## src/rtl/logic16_serial_pkg.sv

```systemverilog
// Shared definitions for the nibble-serial logic unit.
//   OP_*  : operation encodings carried on the Op port
//   ST_*  : 2-bit FSM state encodings used by the top level
package logic16_serial_pkg;

  localparam logic [1:0] OP_AND  = 2'b00;
  localparam logic [1:0] OP_OR   = 2'b01;
  localparam logic [1:0] OP_XOR  = 2'b10;
  localparam logic [1:0] OP_ANDN = 2'b11;

  localparam logic [1:0] ST_IDLE = 2'b00;
  localparam logic [1:0] ST_RUN  = 2'b01;
  localparam logic [1:0] ST_DONE = 2'b10;

endpackage

```

## src/rtl/logic_slice.sv

```systemverilog
// Combinational W-bit bitwise op unit: one slice of the serial logic unit.
// Ports:
//   a, b : slice operands
//   op   : operation select (AND / OR / XOR / ANDN = a & ~b)
//   y    : slice result
module logic_slice #(
  parameter int unsigned W = 4
) (
  input  logic [W-1:0] a,
  input  logic [W-1:0] b,
  input  logic [1:0]   op,
  output logic [W-1:0] y
);
  import logic16_serial_pkg::*;

  always_comb begin
    y = '0;
    case (op)
      OP_AND:  y = a & b;
      OP_OR:   y = a | b;
      OP_XOR:  y = a ^ b;
      OP_ANDN: y = a & ~b;
      default: y = '0;
    endcase
  end

endmodule

```

## src/rtl/logic16_serial.sv

```systemverilog
// Multi-cycle bitwise logic unit (AND/OR/XOR/ANDN), SLICE bits per cycle,
// LSB slice first, start/done handshake with busy for stall logic.
// Ports:
//   clk, rst_n : clock (rising edge), asynchronous active-low reset
//   start      : request, only accepted while busy==0
//   A, B, Op   : operands and operation, captured on the accepting edge
//   Out        : result, valid from done until the next accepted start
//   done       : one-cycle pulse when Out is final
//   busy       : high from the cycle after acceptance through the done cycle
//   Zero       : (only with LOGIC16_ZERO_FLAG_EN) result==0, valid with done,
//                held until the next accepted start
//
// State table:
//   ST_IDLE | waiting for start, Out holds last result
//   ST_RUN  | writing slice cnt of Out each cycle
//   ST_DONE | done pulse, then back to idle
module logic16_serial #(
  parameter int unsigned WIDTH = 16,
  parameter int unsigned SLICE = 4
) (
  input  logic             clk,
  input  logic             rst_n,
  input  logic             start,
  input  logic [WIDTH-1:0] A,
  input  logic [WIDTH-1:0] B,
  input  logic [1:0]       Op,
  output logic [WIDTH-1:0] Out,
  output logic             done,
`ifdef LOGIC16_ZERO_FLAG_EN
  output logic             Zero,
`endif
  output logic             busy
);
  import logic16_serial_pkg::*;

  localparam int unsigned NSLICE = WIDTH / SLICE;
  localparam int unsigned CW     = (NSLICE > 1) ? $clog2(NSLICE) : 1;
  localparam logic [CW-1:0] CNT_LAST = CW'(NSLICE - 1);

  logic [1:0]       state_q, state_d;
  logic [CW-1:0]    cnt_q, cnt_d;
  logic [WIDTH-1:0] a_q, a_d;
  logic [WIDTH-1:0] b_q, b_d;
  logic [1:0]       op_q, op_d;
  logic [WIDTH-1:0] out_q, out_d;
  logic [SLICE-1:0] slice_a, slice_b, slice_y;

  assign slice_a = a_q[cnt_q*SLICE +: SLICE];
  assign slice_b = b_q[cnt_q*SLICE +: SLICE];

  logic_slice #(.W(SLICE)) u_slice (
    .a  (slice_a),
    .b  (slice_b),
    .op (op_q),
    .y  (slice_y)
  );

  always_comb begin
    state_d = state_q;
    cnt_d   = cnt_q;
    a_d     = a_q;
    b_d     = b_q;
    op_d    = op_q;
    out_d   = out_q;
    case (state_q)
      ST_IDLE: begin
        if (start) begin
          a_d     = A;
          b_d     = B;
          op_d    = Op;
          out_d   = '0;
          cnt_d   = '0;
          state_d = ST_RUN;
        end
      end
      ST_RUN: begin
        out_d[cnt_q*SLICE +: SLICE] = slice_y;
        if (cnt_q == CNT_LAST) begin
          cnt_d   = '0;
          state_d = ST_DONE;
        end else begin
          cnt_d = cnt_q + CW'(1);
        end
      end
      ST_DONE: state_d = ST_IDLE;
      default: state_d = ST_IDLE;
    endcase
  end

  always_ff @(posedge clk or negedge rst_n) begin
    if (!rst_n) begin
      state_q <= ST_IDLE;
      cnt_q   <= '0;
      a_q     <= '0;
      b_q     <= '0;
      op_q    <= OP_AND;
      out_q   <= '0;
    end else begin
      state_q <= state_d;
      cnt_q   <= cnt_d;
      a_q     <= a_d;
      b_q     <= b_d;
      op_q    <= op_d;
      out_q   <= out_d;
    end
  end

  assign Out  = out_q;
  assign done = (state_q == ST_DONE);
  assign busy = (state_q != ST_IDLE);

`ifdef LOGIC16_ZERO_FLAG_EN
  // nz_q remembers whether any earlier slice was non-zero, so the flag can be
  // settled on the same edge that writes the last slice.
  logic nz_q, nz_d;
  logic zero_q, zero_d;

  always_comb begin
    nz_d   = nz_q;
    zero_d = zero_q;
    if (state_q == ST_IDLE && start) begin
      nz_d   = 1'b0;
      zero_d = 1'b0;
    end else if (state_q == ST_RUN) begin
      nz_d = nz_q | (|slice_y);
      if (cnt_q == CNT_LAST) begin
        zero_d = ~(nz_q | (|slice_y));
      end
    end
  end

  always_ff @(posedge clk or negedge rst_n) begin
    if (!rst_n) begin
      nz_q   <= 1'b0;
      zero_q <= 1'b0;
    end else begin
      nz_q   <= nz_d;
      zero_q <= zero_d;
    end
  end

  assign Zero = zero_q;
`endif

endmodule

```

## config.mk

```make
export PLATFORM = sky130hd
export DESIGN_NAME = logic16_serial
export DESIGN_NICKNAME = d
export VERILOG_FILES = /design/src/rtl/logic16_serial_pkg.sv /design/src/rtl/logic_slice.sv /design/src/rtl/logic16_serial.sv
export SDC_FILE = /design/constraint.sdc
export NUM_CORES = 1
export LEC_CHECK = 0
export ABC_AREA = 1
export BUFFER_PORTS_ARGS = -buffer_cell sky130_fd_sc_hd__buf_2
export CORE_ASPECT_RATIO = 0.75
export CORE_UTILIZATION = 47
export CTS_CLUSTER_SIZE = 28
export DETAILED_ROUTE_END_ITERATION = 8
export PLACE_DENSITY = 0.7
export SLEW_MARGIN = 20
export SYNTH_ARGS = -nofsm -noshare
export SYNTH_HDL_FRONTEND = slang
export SYNTH_SLANG_ARGS = --single-unit
```

## constraint.sdc

```tcl
create_clock -name clk -period 4.15 [get_ports clk]
set_input_delay 0.6225 -clock clk [delete_from_list [all_inputs] [get_ports clk]]
set_output_delay 0.6225 -clock clk [all_outputs]
set_load 0.01 [all_outputs]
```

# ---- Word-level counts from Yosys, hierarchy flattened
# Cells that the tools add are included.
dict set report op_classes {
  shift 4
  muxes 10
  n_bitwise 5
  addsub 2
  n_reduce_logical 7
  n_eq_ne 8
}
# operator n
set ops {}
lappend ops {{4-bit negator with 34-bit output} 1}
lappend ops {{4-bit by 34-bit variable shift with 16-bit output (first input constant)} 1}
lappend ops {{4-bit by 34-bit indexed part select with 16-bit output} 1}
lappend ops {{16-bit one-hot mux with 2 select lines} 1}
lappend ops {{16-bit by 5-bit indexed part select with 4-bit output} 2}
lappend ops {{16-bit bitwise mux} 1}
lappend ops {{16-bit two-way mux} 1}
lappend ops {{4-bit one-hot mux with 4 select lines} 1}
lappend ops {{4-bit bitwise AND} 2}
lappend ops {{2-bit equality test (second input constant)} 4}
lappend ops {{2-bit two-way mux} 4}
lappend ops {{2-bit one-hot mux with 2 select lines} 2}
lappend ops {{2-bit AND reduction} 3}
lappend ops {{2-bit by 1-bit equality test with 1-bit output (second input constant)} 2}
lappend ops {{2-bit logical NOT} 2}
lappend ops {{2-bit inequality test (second input constant)} 2}
lappend ops {{4-bit NOT} 1}
lappend ops {{4-bit OR} 1}
lappend ops {{2-bit nonzero test} 2}
lappend ops {{4-bit bitwise XOR} 1}
lappend ops {{2-bit by 1-bit adder with 2-bit output (second input constant)} 1}
dict set report word_totals {
  elab_cells 42
  ff_bits 54
  in_bits 37
  out_inout_bits 18
}

# ---- Longest topological paths before layout
# Gate-level depths: netlist of the first run.
dict set report logic_depth {
  word_depth 7
  ltp_mapped 12
  depth_no_buf 11
}

# ---- By module
# From an unflattened synthesis of the first run, not the netlist that was laid out.
dict set report unflattened {
  hier_cells 390
  hier_area_um2 2901.5
}
# mod instances seq_area_each_um2 area_each_um2 cells_per_inst
set by_module_without_submodules {}
lappend by_module_without_submodules {logic16_serial 1 1351.3 2598.7 327}
lappend by_module_without_submodules {logic_slice 1 0.0 302.8 63}

# ---- Worst setup path before layout of the first run
# No wires, ideal clock.
dict set report synth_timing {
  path_kind {register -> register}
  startpoint {register cnt_q[0]}
  endpoint {register out_q[13], in the netlist Out[13]}
  setup_time_ns 0.118
  stages_incl_launch_ff 13
  setup_slack_ns 2.545
  arrival_time_ns 1.487
  n_path_buf 1
  required_time_ns 4.032
  synth_period_minus_slack_ns 1.605
  cell_sequence {dfrtp_1 > inv_2 > buf_4 > nand2_1 > nand3_1 > nand2_2 > ha_1 > nand2_1 > o21ai_0 > nand2_1 > nand2_2 > nand4_1 > nand2_1}
}
dict set report synth_via {
  elab_chain_cells 7
  word_cells_on_any_way 13
  cone_classes {add/sub (1); shift (4); mux (3); bitwise (5)}
}
# element line
set synth_rtl {}
lappend synth_rtl {{start: declaration} logic16_serial.sv:41} ;# logic [CW-1:0] cnt_q, cnt_d;
lappend synth_rtl {{start signal: assignment} logic16_serial.sv:100} ;# cnt_q <= cnt_d;
lappend synth_rtl {{16-bit by 5-bit indexed part select with 4-bit output} logic16_serial.sv:49} ;# assign slice_b = b_q[cnt_q*SLICE +: SLICE];
lappend synth_rtl {{4-bit NOT} logic_slice.sv:22} ;# OP_ANDN: y = a & ~b;
lappend synth_rtl {{4-bit bitwise AND} logic_slice.sv:22}
lappend synth_rtl {{4-bit one-hot mux with 4 select lines} logic_slice.sv:18} ;# case (op)
lappend synth_rtl {{4-bit by 34-bit indexed part select with 16-bit output} logic16_serial.sv:77} ;# out_d[cnt_q*SLICE +: SLICE] = slice_y;
lappend synth_rtl {{16-bit bitwise mux *} logic16_serial.sv:77}
lappend synth_rtl {{16-bit one-hot mux with 2 select lines *} logic16_serial.sv:65} ;# case (state_q)
lappend synth_rtl {{end signal: assignment} logic16_serial.sv:104} ;# out_q <= out_d;
lappend synth_rtl {{end: declaration} logic16_serial.sv:45} ;# logic [WIDTH-1:0] out_q, out_d;
# Mark *: on every way between the ends. The rest lies on a longest branch, timed or not.
# A chain may end at the register's enable or synchronous reset.

# ---- Final worst setup path of the first run
dict set report layout_timing {
  startpoint {register cnt_q[0]}
  endpoint {register out_q[4], in the netlist Out[4]}
}
# The elaborated chain is that of the path after synthesis.

==> flow_summary.toml, run 1 <==
[finish]
fin_util_pct = 56.75
diodes = 0
layout_commonest_cell = "nand2_1"
fin_cells = 413
layout-drive-gt1-share_pct = 30.47
syn2layout_area_growth_pct = 14.25
final_nets = 386
nFillCells = 533
layout.cells.most_common_list = "89 x nand2_1, 54 x dfrtp_1, 54 x buf_2"

[die]
die_y_microns = 67.49
num_rows = 23
core-area_sq_um = 5410
pin_count = 55
fp.dieW_microns = 89.32
start_util_pct = 49.68
die_area_sq_um = 6028

[setup_path]
path_cells = "buf_4 > nand2_1 > nand3_1 > nand2_1 > ha_1 > nand2_1 > o21ai_0 > nand2_1 > nand2_2 > nand4_1 > nand2_1"
cp.required_ns = 4.34
cp_max_fo = 19
crit_path_frequent_cell = "nand2_1"
setup.worst_path.start_class = "flop"
crit_type = "flop to flop"
end_kind = "flop"
r2r_slack_ns = 2.04
critical_path.max_stage_delay_ns = 0.63
crit_arrival_ns = 2.30
cp_slowest_cell = "dfrtp_1"

[sta]
min_period_ns = 2.107
timing.final.crit_share_pct = 50.76
maxSlewViolCount = 0
worst_slew_pin_slew_ns = 0.9852
hold_violations = 0
clock.fmax_ghz = 0.4747
fin_setup_tns_ns = 0
rsz0062_at_grt = "false"
slew-limit-headroom_pct = 34.08
setup_violations = 0
fin_worst_skew_ns = 0.006043
worst_slack_ns = 2.043

[global_routing]
grt_use_total_pct = 20.14
antenna_found_initial = 0
grtUsageMet1_pct = 29.67
grt_pass1_vias = 2000
grt_pass1_wl_microns = 9190
met3_usage_pct = 3.912
grt-ovfl-total = 0
busiest_layer = "met2"
grtUsageMet2_pct = 30.25
grt_max_degree = 47

[synth]
synth_area_leaders = "dfrtp_1 50%, mux2_2 13%, nand2_1 12%, nand3_1 6.1%, ha_1 5.1%"
ys_ff_latch = 54
yosys.area.top_type = "dfrtp_1"
yosys_warnings = 0
syn_nets = 333
synth_edf_count = 0
synth-seq-area-share_pct = 50.28
synth_area_per_cell_sq_um = 9.430
synth_ff_type = "dfrtp_1"
synth.top_cell.area_share_pct = 50.28
syn_inst = 285
async_flop_share_pct = 100.0
netlist_area_sq_um = 2688
synth.distinct_cells = 18

[clock_network]
worstSkewPairLatency_ns = 0.30
cts_setup_buffers = 0
cts_buffers = 5
cts_sinks = 54
htree_levels = 2
postCtsHoldBufs = 0
clock_path_buffers = 2
cts_resized = 0
clk_pin_slew_worst_paths_ns = 0.09
cts_tree = "yes"
root_buffer = "clkbuf_8"

[worst_hold_path]
hold_path_class = "primary input to asynchronous set/reset pin"

[detailed_routing]
drt-total-wl_microns = 5537
vias_per_cell = 5.111
ant_nets = 0
drt_iter0_markers = 128
first_pass_iters = 5
num_vias = 2111
wl_per_cell_microns = 13.41
drc = 0

[placement]
io_buffers = 54
gp_congestion = 0.8006
hpwl_microns = 3984
post-place-cells = 406
dpl_worst_slack_ns = 2.082

[pwr]
powerDensity_nw_per_um2 = 759.1
p_leak_uw = 0.001625
peakVddDrop_mv = 0.3056

[run_status]
run_status = "complete, no violations"

[run]
maxCapViolations = 0
==> kinds of logic (layout without fill, tap and decap cells) <==
logic type / after synthesis / count (layout) / share of synthesized area (%)
muxes: 32 / 32 / 13.41
and+or+nand+nor: 151 / 151 / 24.26
AOI/OAI and AO/OA: 10 / 10 / 1.862
buffers and inverters: 27 / 80 / 5.074
DFF: 54 / 54 / 50.28
adders and majority gates: 11 / 11 / 5.121
==> cell type report <==
type | count | area [sq um] | area share (%)
timing repair buffer | 56 | 285.3 | 9.291
tap | 75 | 93.84 | 3.056
multi-input combinational | 204 | 1200 | 39.08
sequential | 54 | 1351 | 44.01
inverter | 17 | 63.81 | 2.078
clock buffer | 7 | 76.32 | 2.486
==> through the flow <==
stage / hold WS, ns / power (uW) / cell area, sq um
after floorplan: 0.3269 / 1777 / 2688
after global placement: 0.4638 / 2006 / 2994
after detailed placement: 0.4653 / 2057 / 2994
after CTS: 0.2309 / 2335 / 3070
after global routing: 0.2356 / 2537 / 3070
final: 0.2156 / 2331 / 3070
==> sequential cells by signal (all words and copies together) (netlist names) <==
register	flops
Out	16
a_q	16
b_q	16
cnt_q	2
op_q	2
state_q	2
==> critical path: cells and delay by family (launching register included) <==
kind | cells | cell delay [ns]
AO/OA/AOI/OAI | 1 | 0.09
adder cells (fa/ha/maj) | 1 | 0.31
buffers and inverters | 1 | 0.31
flip-flops | 1 | 0.63
AND/OR/NAND/NOR | 8 | 0.65
==> layer usage <==
layer,routed length [microns],part of all wire [%]
met1,2822,51
met2,2347,42
met3,323,5.8
met4,43,0.78
met5,0,0
==> Yosys cell counts, drive strengths merged (2+ instances only) <==
master  number
a21oi        2
buf          9
dfrtp       54
ha          11
inv         17
mux2        32
nand2       97
nand3       33
nand4        8
nor2        10
nor3         3
o21ai        8
==> path summary, 6_finish.rpt <==
check	startpoint	endpoint	depth (start not counted)
max	cnt_q[0]	Out[4]	11
min	rst_n	b_q[4]	1
max reg2reg	cnt_q[0]	Out[4]	11
min reg2reg	Out[5]	Out[5]	2
max in group asynchronous	rst_n	Out[7]	2
min in group clk	Out[5]	Out[5]	2
==> report_power, final <==
part	internal [uW]	total, uW	switching (uW)
Combinational	459	1160	705
Sequential	742	891	149
Clock	117	276	160
Note: power is estimated with default switching activity, not from simulation.
==> inputs of run 2 (changes only) <==
Settings changed: PLACE_DENSITY 0.7 to 0.73.
Clock period 4.15 ns to 1.8 ns, I/O delays scaled along.
==> run 2 against run 1 <==
  * The flow now finishes with violations (negative setup slack)
  * Worst setup slack got worse by 2.1 ns
  * Critical endpoint is now Out[7]
  * Sequential power rose by 140%
  * Non-clock buffer count rose by 13
  * Sequential share of layout area fell by 5.5 points
  * Critical path type unchanged
  * Maximum frequency rose by 12%
  * Count of clock-buffer cells in the layout fell by 2
  * Combinational power rose to 3.4 times the previous value
==> flow_summary.toml, run 2 (synthesis results as in run 1) <==
[pwr]
comb_power_share_pct = 57.3
p_int_uw = 3799
finalPower_uw = 6833
p_leak_uw = 0.001816
powerDensity_nw_per_um2 = 1945
p_seq_share_pct = 30.8
switching_share_pct = 44.40
switchingPower_uw = 3034
peakVddDrop_mv = 0.8775
p_clk_share_pct = 11.9

[worst_hold_path]
holdPathEnd = "b_q[9]"
worstHoldStart = "B[9]"
min_delay_path_depth = 2
hold_path_class = "primary input to flop"

[setup_path]
path_buf_inv = 1
reg2reg_depth = 11
crit_family = "simple AND/OR/NAND/NOR gates"
setup.worst_path.start_class = "flop"
cp_slowest_cell = "dfrtp_2"
crit_arrival_ns = 2.14
crit_path_frequent_cell = "nand2_2"
r2r_slack_ns = -0.09
crit_type = "flop to flop"
cp.required_ns = 2.05
regToRegStartpoint = "cnt_q[0]"
critical_path.max_stage_delay_ns = 0.53
cp_max_fo = 5
path_cells = "clkbuf_16 > nand2_2 > nand3_2 > nand2_2 > ha_4 > nand2_2 > o21ai_2 > nand2_1 > nand2_2 > nand4_1 > nand2_1"
reg2reg_to = "Out[7]"
end_kind = "flop"

[finish]
final_nets = 399
layout.cells.most_common_list = "70 x nand2_1, 54 x buf_2, 53 x dfrtp_1"
layout_commonest_cell = "nand2_1"
diodes = 0
fin_cells = 427
fin_util_pct = 64.94
layout-drive-gt1-share_pct = 46.31
syn2layout_area_growth_pct = 30.73

[clock_network]
root_buffer = "clkbuf_8"
cts_buffers = 5
worstSkewPairLatency_ns = 0.31
htree_levels = 2
clk_pin_slew_worst_paths_ns = 0.10
cts_sinks = 54
cts_tree = "yes"
clock_path_buffers = 2

[die]
core-area_sq_um = 5410
num_rows = 23
die_y_microns = 67.49
fp.dieW_microns = 89.32
start_util_pct = 49.68
die_area_sq_um = 6028
pin_count = 55

[detailed_routing]
wl_per_cell_microns = 15.23
drt-total-wl_microns = 6505
drt_iter0_markers = 148
vias_per_cell = 5.400
first_pass_iters = 6
num_vias = 2306
drc = 0
ant_nets = 0

[sta]
clock.fmax_ghz = 0.5302
setup_violations = 6
hold_violations = 0
worst_slack_ns = -0.08592
fin_worst_skew_ns = 0.01042
rsz0062_at_grt = "true"
min_period_ns = 1.886
slew-limit-headroom_pct = 69.12
maxSlewViolCount = 0
worst_slew_pin_slew_ns = 0.4632
timing.final.crit_share_pct = 104.8

[run_status]
run_status = "finished with violations"
violations = "negative setup slack"

[run]
maxCapViolations = 0

[global_routing]
grt_pass1_wl_microns = 9190
grt-ovfl-total = 0
grt_pass1_vias = 1930
antenna_found_initial = 0
grt_use_total_pct = 20.30
grt_max_degree = 47

[placement]
gp_congestion = 0.8491
hpwl_microns = 4045
io_buffers = 54
dpl_worst_slack_ns = 0.05052
post-place-cells = 411
## run 2: worst reg2reg max path: cells and delay by family (launching register included)
family,cells,cell delay (ns)
buf+inv,1,0.22
fa+ha+maj,1,0.27
flops,1,0.53
compound gates,1,0.09
simple gates,8,0.72
## run 2: layout make-up
type / count / area, sq um
inverter: 17 / 71.32
tap: 75 / 93.84
clock buffer: 5 / 68.82
timing repair buffer: 69 / 445.4
multi-input combinational: 204 / 1441
fill: 449 / 1897
clock inverter: 3 / 40.04
sequential: 54 / 1353
## run 2: repair_timing
action / 4_1_cts / 5_1_grt
pin swaps: 0 / 33
endpoints found under the setup margin: 1 / 16
setup buffers: 0 / 5
hold buffers: 1 / 0
cloned: 0 / 2
endpoints found under the hold margin: 19 / 0
gates resized for setup: 2 / 61
## run 2: worst max-delay path by stage
| stage | from | end | slack [ns] | cells after the start |
|---|---|---|---|---|
| global placement | cnt_q[0] | Out[5] | 0.09 | 11 |
| floorplan | cnt_q[0] | Out[13] | 0.19 | 12 |
| CTS | cnt_q[0] | Out[12] | 0.0005 | 11 |
| detailed placement | cnt_q[0] | Out[7] | 0.05 | 11 |
| global route | cnt_q[0] | Out[5] | -0.13 | 11 |
| finish | cnt_q[0] | Out[7] | -0.09 | 11 |
## run 2: metal layers
layer  track usage [%]  part of all wire [%]  wire length, microns  up-vias
met5                 0                     0                     0        -
met4             4.762                   2.4                   153        0
met3             4.156                   5.7                   373       21
met2             29.29                    46                  3003       98
met1             31.19                    46                  2975     1121
li1                  -                     -                     -     1066
## run 2: stage by stage
stage               TNS (ns)  hold WS (ns)  cell area (sq um)
global placement           0        0.2432               3044
floorplan                  0      -0.02559               2688
finish               -0.2200        0.1765               3513
global route         -0.9370        0.1700               3513
CTS                        0        0.1764               3169
detailed placement         0        0.2477               3044
## run 2: power groups by stage
stage / Clock [uW] / Sequential [uW] / Combinational, uW
floorplan: 0 / 1970 / 2130
global placement: 0 / 2010 / 2680
detailed placement: 0 / 2040 / 2760
CTS: 817 / 2020 / 2810
global route: 863 / 2170 / 4260
finish: 811 / 2110 / 3920
==> inputs of run 3 (changes only) <==
Settings changed: PLACE_DENSITY 0.73 to 0.76, TNS_END_PERCENT set to 30.
Clock period 1.8 ns to 2.32 ns, I/O delays scaled along.
==> run 3 against run 2 <==
  * The run now ends clean
  * Combinational power is 47% lower
  * Global-route usage is 0.38 points lower
  * Sequential cell count stayed put
  * Sequential share of layout area is 4.9 points higher
  * Sequential power is 26% lower
  * Worst setup slack better by 0.61 ns
  * Utilization is 7.4 points lower
  * Die area stayed put
==> flow_summary.toml, run 3 (synthesis results as in run 1) <==
[sta]
hold_violations = 0
clock.fmax_ghz = 0.5579
slew-limit-headroom_pct = 58.25
min_period_ns = 1.792
setup_violations = 0
worst_slew_pin_slew_ns = 0.6263
rsz0062_at_grt = "false"
maxSlewViolCount = 0
timing.final.crit_share_pct = 77.26
fin_worst_skew_ns = 0.003880
fin_setup_tns_ns = 0

[die]
die_area_sq_um = 6028
core-area_sq_um = 5410
die_y_microns = 67.49
num_rows = 23
pin_count = 55
start_util_pct = 49.68
fp.dieW_microns = 89.32

[setup_path]
crit_type = "flop to flop"
cp_max_fo = 30
critical_path.max_stage_delay_ns = 0.36
end_kind = "flop"
setup.worst_path.start_class = "flop"
r2r_slack_ns = 0.53
cp-startpoint = "cnt_q[0]"
endpoint = "Out[6]"
crit_cells = 11
cp.required_ns = 2.52
crit_path_frequent_cell = "nand2_1"
path_cells = "buf_4 > nand2_1 > nand3_1 > nand2_2 > ha_1 > nand2_1 > o21ai_0 > nand2_1 > nand2_2 > nand4_1 > nand2_1"
crit_family = "simple AND/OR/NAND/NOR gates"
reg2reg_depth = 11
crit_arrival_ns = 1.99
regToRegStartpoint = "cnt_q[0]"
cp_slowest_cell = "dfrtp_1"
path_buf_inv = 1
reg2reg_to = "Out[6]"

[clock_network]
root_buffer = "clkbuf_8"
clk_pin_slew_worst_paths_ns = 0.09
cts_buffers = 5
cts_tree = "yes"
cts_resized = 0
htree_levels = 2
worstSkewPairLatency_ns = 0.31
clock_path_buffers = 2
postCtsHoldBufs = 0
cts_sinks = 54
cts_setup_buffers = 0

[global_routing]
grt-ovfl-total = 0
grt_max_degree = 47
grt_pass1_wl_microns = 8866
grt_use_total_pct = 19.92
grt_pass1_vias = 1926
antenna_found_initial = 0

[finish]
diodes = 0
final_nets = 388
nFillCells = 526
layout.cells.most_common_list = "89 x nand2_1, 54 x dfrtp_1, 54 x buf_2"
syn2layout_area_growth_pct = 15.83
layout_commonest_cell = "nand2_1"
layout-drive-gt1-share_pct = 31.38

[pwr]
peakVddDrop_mv = 0.6383
p_leak_uw = 0.001649
powerDensity_nw_per_um2 = 1342
finalPower_uw = 4177

[detailed_routing]
vias_per_cell = 5.005
first_pass_iters = 4
wl_per_cell_microns = 12.78
drt_iter0_markers = 154
drt-total-wl_microns = 5316
num_vias = 2082
drc = 0
ant_nets = 0

[placement]
hpwl_microns = 3931
gp_congestion = 0.8489
io_buffers = 54

[worst_hold_path]
hold_path_class = "primary input to asynchronous set/reset pin"

[run]
maxCapViolations = 0

[run_status]
run_status = "complete, no violations"
## run 3: worst reg2reg max path: cells and delay by family (launching register included)
family	cells	cell delay [ns]
compound gates	1	0.07
fa+ha+maj	1	0.29
buf+inv	1	0.29
flops	1	0.36
simple gates	8	0.67
## run 3: worst min path at each step
stage	to	slack [ns]	start
after floorplan	Out[0]	0.05	rst_n
after global placement	Out[9]	0.40	rst_n
after detailed placement	Out[11]	0.41	rst_n
after CTS	cnt_q[0]	0.07	rst_n
after global routing	cnt_q[0]	0.1	rst_n
final	Out[11]	0.05	rst_n
## run 3: per-stage QoR
stage / utilization, % / hold slack [ns] / setup WS, ns / std cells / cell area, sq um
floorplan: - / 0.05241 / 0.7150 / 285 / 2688
global placement: 55.85 / 0.4045 / 0.6043 / 408 / 3022
detailed placement: 55.85 / 0.4139 / 0.5373 / 408 / 3022
CTS: 57.54 / 0.07263 / 0.5232 / 416 / 3113
global route: 57.54 / 0.09934 / 0.3294 / 416 / 3113
finish: 57.54 / 0.04861 / 0.5276 / 416 / 3113
## run 3: per-layer routing
| layer | GRT usage, % | part of all wire, % | vias to the layer above |
|---|---|---|---|
| met3 | 4.401 | 7.5 | 8 |
| met4 | 7.143 | 1.5 | 0 |
| met2 | 29.48 | 42 | 65 |
| li1 | - | - | 1048 |
| met1 | 28.78 | 49 | 961 |
| met5 | 0 | 0 | - |
## run 3: cell type report
| class | instances | area [sq um] | area share (%) |
|---|---|---|---|
| flip-flops and latches | 54 | 1351 | 43.41 |
| clock inverters | 1 | 5.005 | 0.1608 |
| well taps | 75 | 93.84 | 3.014 |
| clock buffers | 7 | 86.33 | 2.773 |
| repair buffers | 58 | 312.8 | 10.05 |
| multi-input cells | 204 | 1200 | 38.54 |
| inverters | 17 | 63.81 | 2.050 |
## run 3: where the power goes
part / switching [uW] / internal [uW] / total [uW]
combinational: 1250 / 834 / 2090
sequential: 234 / 1330 / 1560
clock: 285 / 241 / 526
total: 1770 / 2400 / 4180
